File: src/rtl/conditioner_pkg.sv
// Shared types and default parameters for the input conditioner.
package conditioner_pkg;

    localparam int SYNC_STAGES_DEF     = 2;
    localparam int DEBOUNCE_CYCLES_DEF = 4;
    localparam int HOLDOFF_CYCLES_DEF  = 2;
    localparam int CNT_W               = 8;

    typedef enum logic [1:0] {
        IDLE    = 2'd0,
        COUNT   = 2'd1,
        HOLDOFF = 2'd2
    } state_t;

endpackage

File: src/rtl/sync_chain.sv
// Multi-flop synchroniser bringing an asynchronous level into the clk domain.
module sync_chain #(
    parameter int SYNC_STAGES = 2
) (
    input  logic clk,
    input  logic reset,
    input  logic d,
    output logic q
);

    logic [SYNC_STAGES-1:0] sync_p;

    always_ff @(posedge clk or negedge reset) begin
        if (!reset) begin
            sync_p <= '0;
        end else begin
            sync_p <= {sync_p[SYNC_STAGES-2:0], d};
        end
    end

    assign q = sync_p[SYNC_STAGES-1];

endmodule

File: src/rtl/input_conditioner.sv
// Debounces a raw switch level and emits change/edge pulses for a downstream latch.
module input_conditioner
    import conditioner_pkg::*;
#(
    parameter int SYNC_STAGES     = SYNC_STAGES_DEF,
    parameter int DEBOUNCE_CYCLES = DEBOUNCE_CYCLES_DEF,
    parameter int HOLDOFF_CYCLES  = HOLDOFF_CYCLES_DEF
) (
    input  logic clk,
    input  logic reset,
    input  logic btn_in,
    output logic d_out,
    output logic en_out,
    output logic rise_pulse,
    output logic fall_pulse,
    output logic busy
);

    localparam logic [CNT_W-1:0] CNT_LAST = CNT_W'(DEBOUNCE_CYCLES - 1);
    localparam logic [CNT_W-1:0] CNT_HOLD = CNT_W'(HOLDOFF_CYCLES);
    localparam logic [CNT_W-1:0] CNT_ONE  = CNT_W'(1);

    state_t           state, state_nxt;
    logic [CNT_W-1:0] cnt, cnt_nxt;
    logic             s;
    logic             commit;

    sync_chain #(
        .SYNC_STAGES(SYNC_STAGES)
    ) u_sync (
        .clk  (clk),
        .reset(reset),
        .d    (btn_in),
        .q    (s)
    );

    always_comb begin
        state_nxt = state;
        cnt_nxt   = cnt;
        commit    = 1'b0;
        case (state)
            IDLE: begin
                if (s != d_out) begin
                    state_nxt = COUNT;
                    cnt_nxt   = CNT_ONE;
                end
            end
            COUNT: begin
                if (s == d_out) begin
                    state_nxt = IDLE;
                    cnt_nxt   = '0;
                end else if (cnt >= CNT_LAST) begin
                    commit = 1'b1;
                    if (HOLDOFF_CYCLES == 0) begin
                        state_nxt = IDLE;
                        cnt_nxt   = '0;
                    end else begin
                        state_nxt = HOLDOFF;
                        cnt_nxt   = CNT_HOLD;
                    end
                end else begin
                    cnt_nxt = cnt + CNT_ONE;
                end
            end
            HOLDOFF: begin
                // s is deliberately ignored here; a pending change is picked up from IDLE
                if (cnt <= CNT_ONE) begin
                    state_nxt = IDLE;
                    cnt_nxt   = '0;
                end else begin
                    cnt_nxt = cnt - CNT_ONE;
                end
            end
            default: begin
                state_nxt = IDLE;
                cnt_nxt   = '0;
            end
        endcase
    end

    always_ff @(posedge clk or negedge reset) begin
        if (!reset) begin
            state      <= IDLE;
            cnt        <= '0;
            d_out      <= 1'b0;
            en_out     <= 1'b0;
            rise_pulse <= 1'b0;
            fall_pulse <= 1'b0;
        end else begin
            state      <= state_nxt;
            cnt        <= cnt_nxt;
            en_out     <= commit;
            rise_pulse <= commit & s;
            fall_pulse <= commit & ~s;
            if (commit) begin
                d_out <= s;
            end
        end
    end

    assign busy = (state != IDLE);

endmodule

File: config.mk
export PLATFORM = sky130hd
export DESIGN_NAME = input_conditioner
export DESIGN_NICKNAME = d
export VERILOG_FILES = /design/src/rtl/conditioner_pkg.sv /design/src/rtl/sync_chain.sv /design/src/rtl/input_conditioner.sv
export SDC_FILE = /design/constraint.sdc
export NUM_CORES = 1
export LEC_CHECK = 0
export ABC_AREA = 1
export CAP_MARGIN = 20
export CORE_MARGIN = 2
export CORE_UTILIZATION = 51
export DETAILED_ROUTE_END_ITERATION = 10
export GPL_ROUTABILITY_DRIVEN = 1
export HOLD_SLACK_MARGIN = 0.06
export PLACE_DENSITY = 0.81
export RECOVER_POWER = 100
export SETUP_SLACK_MARGIN = 0.05
export SYNTH_ARGS = -nofsm -noshare
export SYNTH_HDL_FRONTEND = slang
export SYNTH_HIERARCHICAL = 1
export SYNTH_SLANG_ARGS = --single-unit
File: constraint.sdc
create_clock -name clk -period 1.9 [get_ports clk]
set_clock_uncertainty 0.05 [all_clocks]
set_input_delay 0.285 -clock clk [delete_from_list [all_inputs] [get_ports clk]]
set_output_delay 0.285 -clock clk [all_outputs]
set_load 0.02 [all_outputs]
==> results_dict.tcl, run 1 <==
set metrics [dict create \
    grt-ovfl-total 0 \
    synthArstFlopShare_pct 100 \
    period_needed_ns 1.67 \
    fp.dieW_um 44.8 \
    first_pass_iters 4 \
    vias_per_cell 5.02 \
    netlist_area_um2 848 \
    max_stage_delay_ns 0.65 \
    ir_drop_v 0.000804 \
    cts_buffers 3 \
    grt_use_total_pct 18.3 \
    dieHeight_um 44.8 \
    setup_violations 0 \
    dp_hpwl_mm 1.10 \
    root_buffer "clkbuf_4" \
    cts_max_path_buffers 2 \
    avgSynthCellArea_um2 8.66 \
    fin_crit_sh_pct 87.9 \
    clkLatencyLatePin_ns 0.30 \
    numPortBuffers 7 \
    finalWorstSetupSlack_ns 0.230 \
    floorplan.initialDensity_pct 55.0 \
    whs_ns 0.316 \
    rows 14 \
    finalSetupTns_ns 0 \
    coreArea_mm2 0.00154 \
    critPathArrivalTime_ns 1.34 \
    finalWirelength_mm 1.52 \
    drtAntennaViolNets 0 \
    synthesis.instances 98 \
    htree_levels 1 \
    fin_nets 117 \
    cp-end-kind "primary output" \
    instances_no_fill 126 \
    num_vias 633 \
    start_kind "register" \
    synth_area_leaders "dfrtp_1 47%, inv_1 7.5%, nand2_1 7.5%" \
    gp_congestion 0.816 \
    reg2reg_from "cnt[0]$_DFFE_PN0P_" \
    cts_tree "built" \
    cts.sinks 16 \
    layout-drive-gt1-share_pct 13.6 \
    area_growth_pct 12.2 \
    reg2reg_depth 9 \
    dr.first_iter.drc_count 15 \
    rsz0062_at_grt "no" \
    holdPathStages 0 \
    synth_ff_type "dfrtp_1" \
    slowest_stage "dlygate4sd3_1" \
    die_area_mm2 0.00201 \
    grt_pass1_wl_mm 2.62 \
    ys_seq_area_share_pct 47.2 \
    max_slew.worst_pin.slew_ns 0.843 \
    ios 8 \
    hold_path_end "u_sync/sync_p[1]$_DFF_PN0_" \
    max_freq_ghz 0.599 \
    p_leak_uw 0.000547 \
    synth-edff-count 0 \
    grt_max_degree 17 \
    status "complete, no violations" \
    reg2reg_slack_ns 0.30 \
    ys_types 19 \
    path_buf_inv 1 \
    worstSetupPathType "register to primary output" \
    synth_top_area_cell "dfrtp_1" \
    ys_warn_count 6 \
    n_antenna_cell 0 \
    required_ns 1.56 \
    path_max_fanout 3 \
    dp_slack_ns 0.376 \
    synth.net_count 104 \
    grt_antenna_before_repair 0 \
    hold_class "register to register" \
    reg2reg_to "cnt[7]$_DFFE_PN0P_" \
    relSlewSlack_pct 43.8 \
    power_density_mw_per_mm2 1290 \
    final_hold_viol_count 0 \
    ys_ff_latch 16 \
    worstHoldStart "u_sync/sync_p[0]$_DFF_PN0_" \
    clk_pin_slew_worst_paths_ns 0.09 \
    cap_viol_max_count 0 \
    path_delay_family "buffers and inverters" \
    grt_pass1_vias 593 \
    cp_cell_sequence "dlygate4sd3_1" \
    maxSlewViolCount 0 \
    synthDominantCellAreaShare_pct 47.2 \
    numPlacedInstances 122 \
    wl_per_cell_um 12.1 \
    finalPower_uw 1230 \
    drcViolationCount 0 \
]
## registers in the layout, indices dropped and copies added (netlist names)
name           cells
fall_pulse         1
d_out              1
u_sync/sync_p      2
state              2
en_out             1
rise_pulse         1
cnt                8
## cell families (layout without fill, tap and decap cells)
| group | Yosys count | count (layout) | synth area share, % |
|---|---|---|---|
| and+or+nand+nor | 43 | 43 | 27.0 |
| buffers and inverters | 21 | 33 | 9.29 |
| DFF | 16 | 16 | 47.2 |
| AOI/OAI and AO/OA | 10 | 10 | 6.93 |
| xor gates and xnor gates | 5 | 5 | 5.16 |
| adders and majority gates | 3 | 3 | 4.43 |
## repair_timing
action	in CTS	in global routing
hold buffers	0	0
setup buffers	0	0
hold endpoints to repair	0	0
resized for setup	0	1
setup endpoints to repair	0	1
## power by group
part / switching, uW / internal [uW]
combinational: 372 / 194
sequential: 39.1 / 395
clock: 115 / 117
## layout by cell type (no fill, tap or decap), drive strengths merged
master	count
nand2	23
o211ai	1
o22ai	2
nor2	11
nand3	6
xor2	5
o21ai	5
nand4	3
dlygate4sd3	6
clkbuf	6
a21oi	2
dfrtp	16
inv	21
ha	3
## synth_stat cells (2+ instances only)
master / n
dfrtp_1: 16
ha_1: 3
inv_1: 17
inv_2: 4
nand2_1: 17
nand2_2: 4
nand2_4: 2
nand3_1: 6
nand4_1: 3
nor2_1: 6
nor2_2: 2
nor2_4: 3
o21ai_1: 4
o22ai_1: 2
xor2_1: 5
## through the flow
stage / utilization [%] / area, um2
2_1_floorplan: - / 848
3_3_place_gp: 61.4 / 946
3_5_place_dp: 61.4 / 946
4_1_cts: 63.7 / 982
5_1_grt: 61.8 / 952
6_report: 61.8 / 952
## cell type report
type	instances	area [um2]
clock buffer	4	36.3
fill	140	589
inverter	21	78.8
multi-input combinational	61	349
sequential	16	400
tap	16	20.0
timing repair buffer	8	67.6
## metal layers
| metal | part of all wire, % | wire length (um) | global-route usage, % |
|---|---|---|---|
| met5 | 0 | 0 | 0 |
| met1 | 48 | 732 | 23.1 |
| met4 | 0.52 | 8 | 3.53 |
| met2 | 46 | 696 | 29.3 |
| met3 | 5.8 | 88 | 8.00 |
## worst max path at each step
stage | to | cells past startpoint | from | slack (ns)
after floorplan | cnt[7]$_DFFE_PN0P_ | 9 | cnt[0]$_DFFE_PN0P_ | 0.51
after global placement | busy | 3 | state[1]$_DFFE_PN0P_ | 0.41
after detailed placement | cnt[7]$_DFFE_PN0P_ | 9 | cnt[0]$_DFFE_PN0P_ | 0.38
after CTS | busy | 3 | state[1]$_DFFE_PN0P_ | 0.06
after global routing | cnt[7]$_DFFE_PN0P_ | 9 | cnt[0]$_DFFE_PN0P_ | 0.17
final | d_out | 1 | d_out$_DFFE_PN0P_ | 0.23
(Power assumes the default switching activity.)
==> run 2, diff against run 1 <==
--- a/config.mk
+++ b/config.mk
@@ -6,9 +6,10 @@
 export NUM_CORES = 1
 export LEC_CHECK = 0
 export ABC_AREA = 1
-export CAP_MARGIN = 20
+export CAP_MARGIN = 10
 export CORE_MARGIN = 2
 export CORE_UTILIZATION = 51
+export CTS_BUF_LIST = sky130_fd_sc_hd__clkbuf_16
 export DETAILED_ROUTE_END_ITERATION = 10
 export GPL_ROUTABILITY_DRIVEN = 1
 export HOLD_SLACK_MARGIN = 0.06
==> run 2 against run 1 <==
Compared with the run above:
- flip-flop and latch count did not move
- wire length rose by 5.0%
- fmax fell by 5.2%
- critical path type unchanged
- critical endpoint is now busy
- clock power rose by 77%
- sequential power barely moved
- register-to-register slack got worse by 0.13 ns
- largest power group unchanged
- total power rose by 16%
- global-route usage rose by 1.1 points
==> results_dict.tcl, run 2 (synthesis results as in run 1) <==
set metrics [dict create \
    grt-ovfl-total 0 \
    setup_violations 0 \
    first_pass_iters 4 \
    max_slew.worst_pin.slew_ns 0.843 \
    power_density_mw_per_mm2 1440 \
    critPathArrivalTime_ns 1.43 \
    reg2reg_slack_ns 0.17 \
    finalPower_uw 1430 \
    hold_class "register to register" \
    worstHoldStart "u_sync/sync_p[0]$_DFF_PN0_" \
    max_stage_delay_ns 0.54 \
    reg2reg_from "cnt[0]$_DFFE_PN0P_" \
    relSlewSlack_pct 43.8 \
    vias_per_cell 5.21 \
    period_needed_ns 1.76 \
    grt_max_degree 17 \
    drcViolationCount 0 \
    slowest_stage "clkdlybuf4s50_1" \
    hold_path_end "u_sync/sync_p[1]$_DFF_PN0_" \
    htree_levels 1 \
    dr.first_iter.drc_count 11 \
    postCtsSetupBuffers 0 \
    cts_max_path_buffers 2 \
    numPortBuffers 7 \
    path_delay_family "buffers and inverters" \
    layout_common_cells "20 x nand2_1, 19 x inv_1, 16 x dfrtp_1" \
    layout_commonest_cell "nand2_1" \
    top_regs "cnt (8), state (2), u_sync/sync_p (2)" \
    finalWirelength_mm 1.60 \
    reg2reg_to "cnt[7]$_DFFE_PN0P_" \
    grt_use_total_pct 19.3 \
    cts_tree "built" \
    final_hold_viol_count 0 \
    largest_register "cnt" \
    rows 14 \
    grt_antenna_before_repair 0 \
    holdPathStages 0 \
    wl_per_cell_um 12.7 \
    max_freq_ghz 0.568 \
    start_kind "register" \
    dp_hpwl_mm 1.10 \
    worstSetupPathType "register to primary output" \
    cts_hold_buf 0 \
    drtAntennaViolNets 0 \
    p_leak_uw 0.000558 \
    num_vias 657 \
    gp_congestion 0.816 \
    cts.sinks 16 \
    cts_buffers 3 \
    layout-drive-gt1-share_pct 10.9 \
    finalSetupTns_ns 0 \
    fin_nets 117 \
    largest_reg_flops 8 \
    required_ns 1.56 \
    n_antenna_cell 0 \
    cap_viol_max_count 0 \
    clkLatencyLatePin_ns 0.25 \
    status "complete, no violations" \
    fin_crit_sh_pct 92.7 \
    ctsResizeCount 0 \
    cp_cell_sequence "nor2_1 -> inv_1 -> clkdlybuf4s50_1" \
    grt_pass1_vias 628 \
    coreArea_mm2 0.00154 \
    floorplan.initialDensity_pct 55.0 \
    path_buf_inv 2 \
    clk_pin_slew_worst_paths_ns 0.05 \
    fp.dieW_um 44.8 \
    die_area_mm2 0.00201 \
    reg2reg_depth 9 \
    ir_drop_v 0.00116 \
    ios 8 \
    maxSlewViolCount 0 \
    root_buffer "clkbuf_16" \
    rsz0062_at_grt "no" \
    dieHeight_um 44.8 \
    path_max_fanout 3 \
    cp-end-kind "primary output" \
    grt_pass1_wl_mm 2.75 \
    area_growth_pct 17.1 \
]
[run 2: layout make-up]
type	count	area, um2
multi-input combinational	61	342
timing repair buffer	8	73.8
fill	133	548
tap	16	20.0
clock inverter	1	3.75
sequential	16	400
inverter	21	78.8
clock buffer	3	75.1
[run 2: power by group]
part / internal (uW) / total, uW / switching (uW)
sequential: 397 / 437 / 40.1
combinational: 208 / 580 / 371
clock: 279 / 411 / 132
total: 884 / 1430 / 544
[run 2: worst max-delay path by stage]
stage / startpoint / endpoint / depth (start not counted)
2_1_floorplan: cnt[0]$_DFFE_PN0P_ / cnt[7]$_DFFE_PN0P_ / 9
3_3_place_gp: state[1]$_DFFE_PN0P_ / busy / 3
3_5_place_dp: cnt[0]$_DFFE_PN0P_ / cnt[7]$_DFFE_PN0P_ / 9
4_1_cts: state[1]$_DFFE_PN0P_ / busy / 3
5_1_grt: cnt[0]$_DFFE_PN0P_ / cnt[7]$_DFFE_PN0P_ / 9
6_report: state[1]$_DFFE_PN0P_ / busy / 3
[run 2: metrics by stage]
step                worst slack, ns  std cells  hold slack, ns  area (um2)  utilization [%]
CTS                           0.134        126           0.311        1020             66.5
global placement              0.408        122           0.293         946             61.4
detailed placement            0.376        122           0.293         946             61.4
global route                 0.0340        126           0.322         993             64.4
floorplan                     0.511         98         -0.0606         848                -
finish                        0.138        126           0.308         993             64.4
[run 2: layer usage]
metal | vias up | GRT usage (%) | part of all wire [%]
met5 | - | 0 | 0
met4 | 0 | 7.06 | 0.88
met3 | 2 | 8.80 | 4.6
met2 | 12 | 31.0 | 49
met1 | 317 | 22.9 | 46
li1 | 326 | - | -
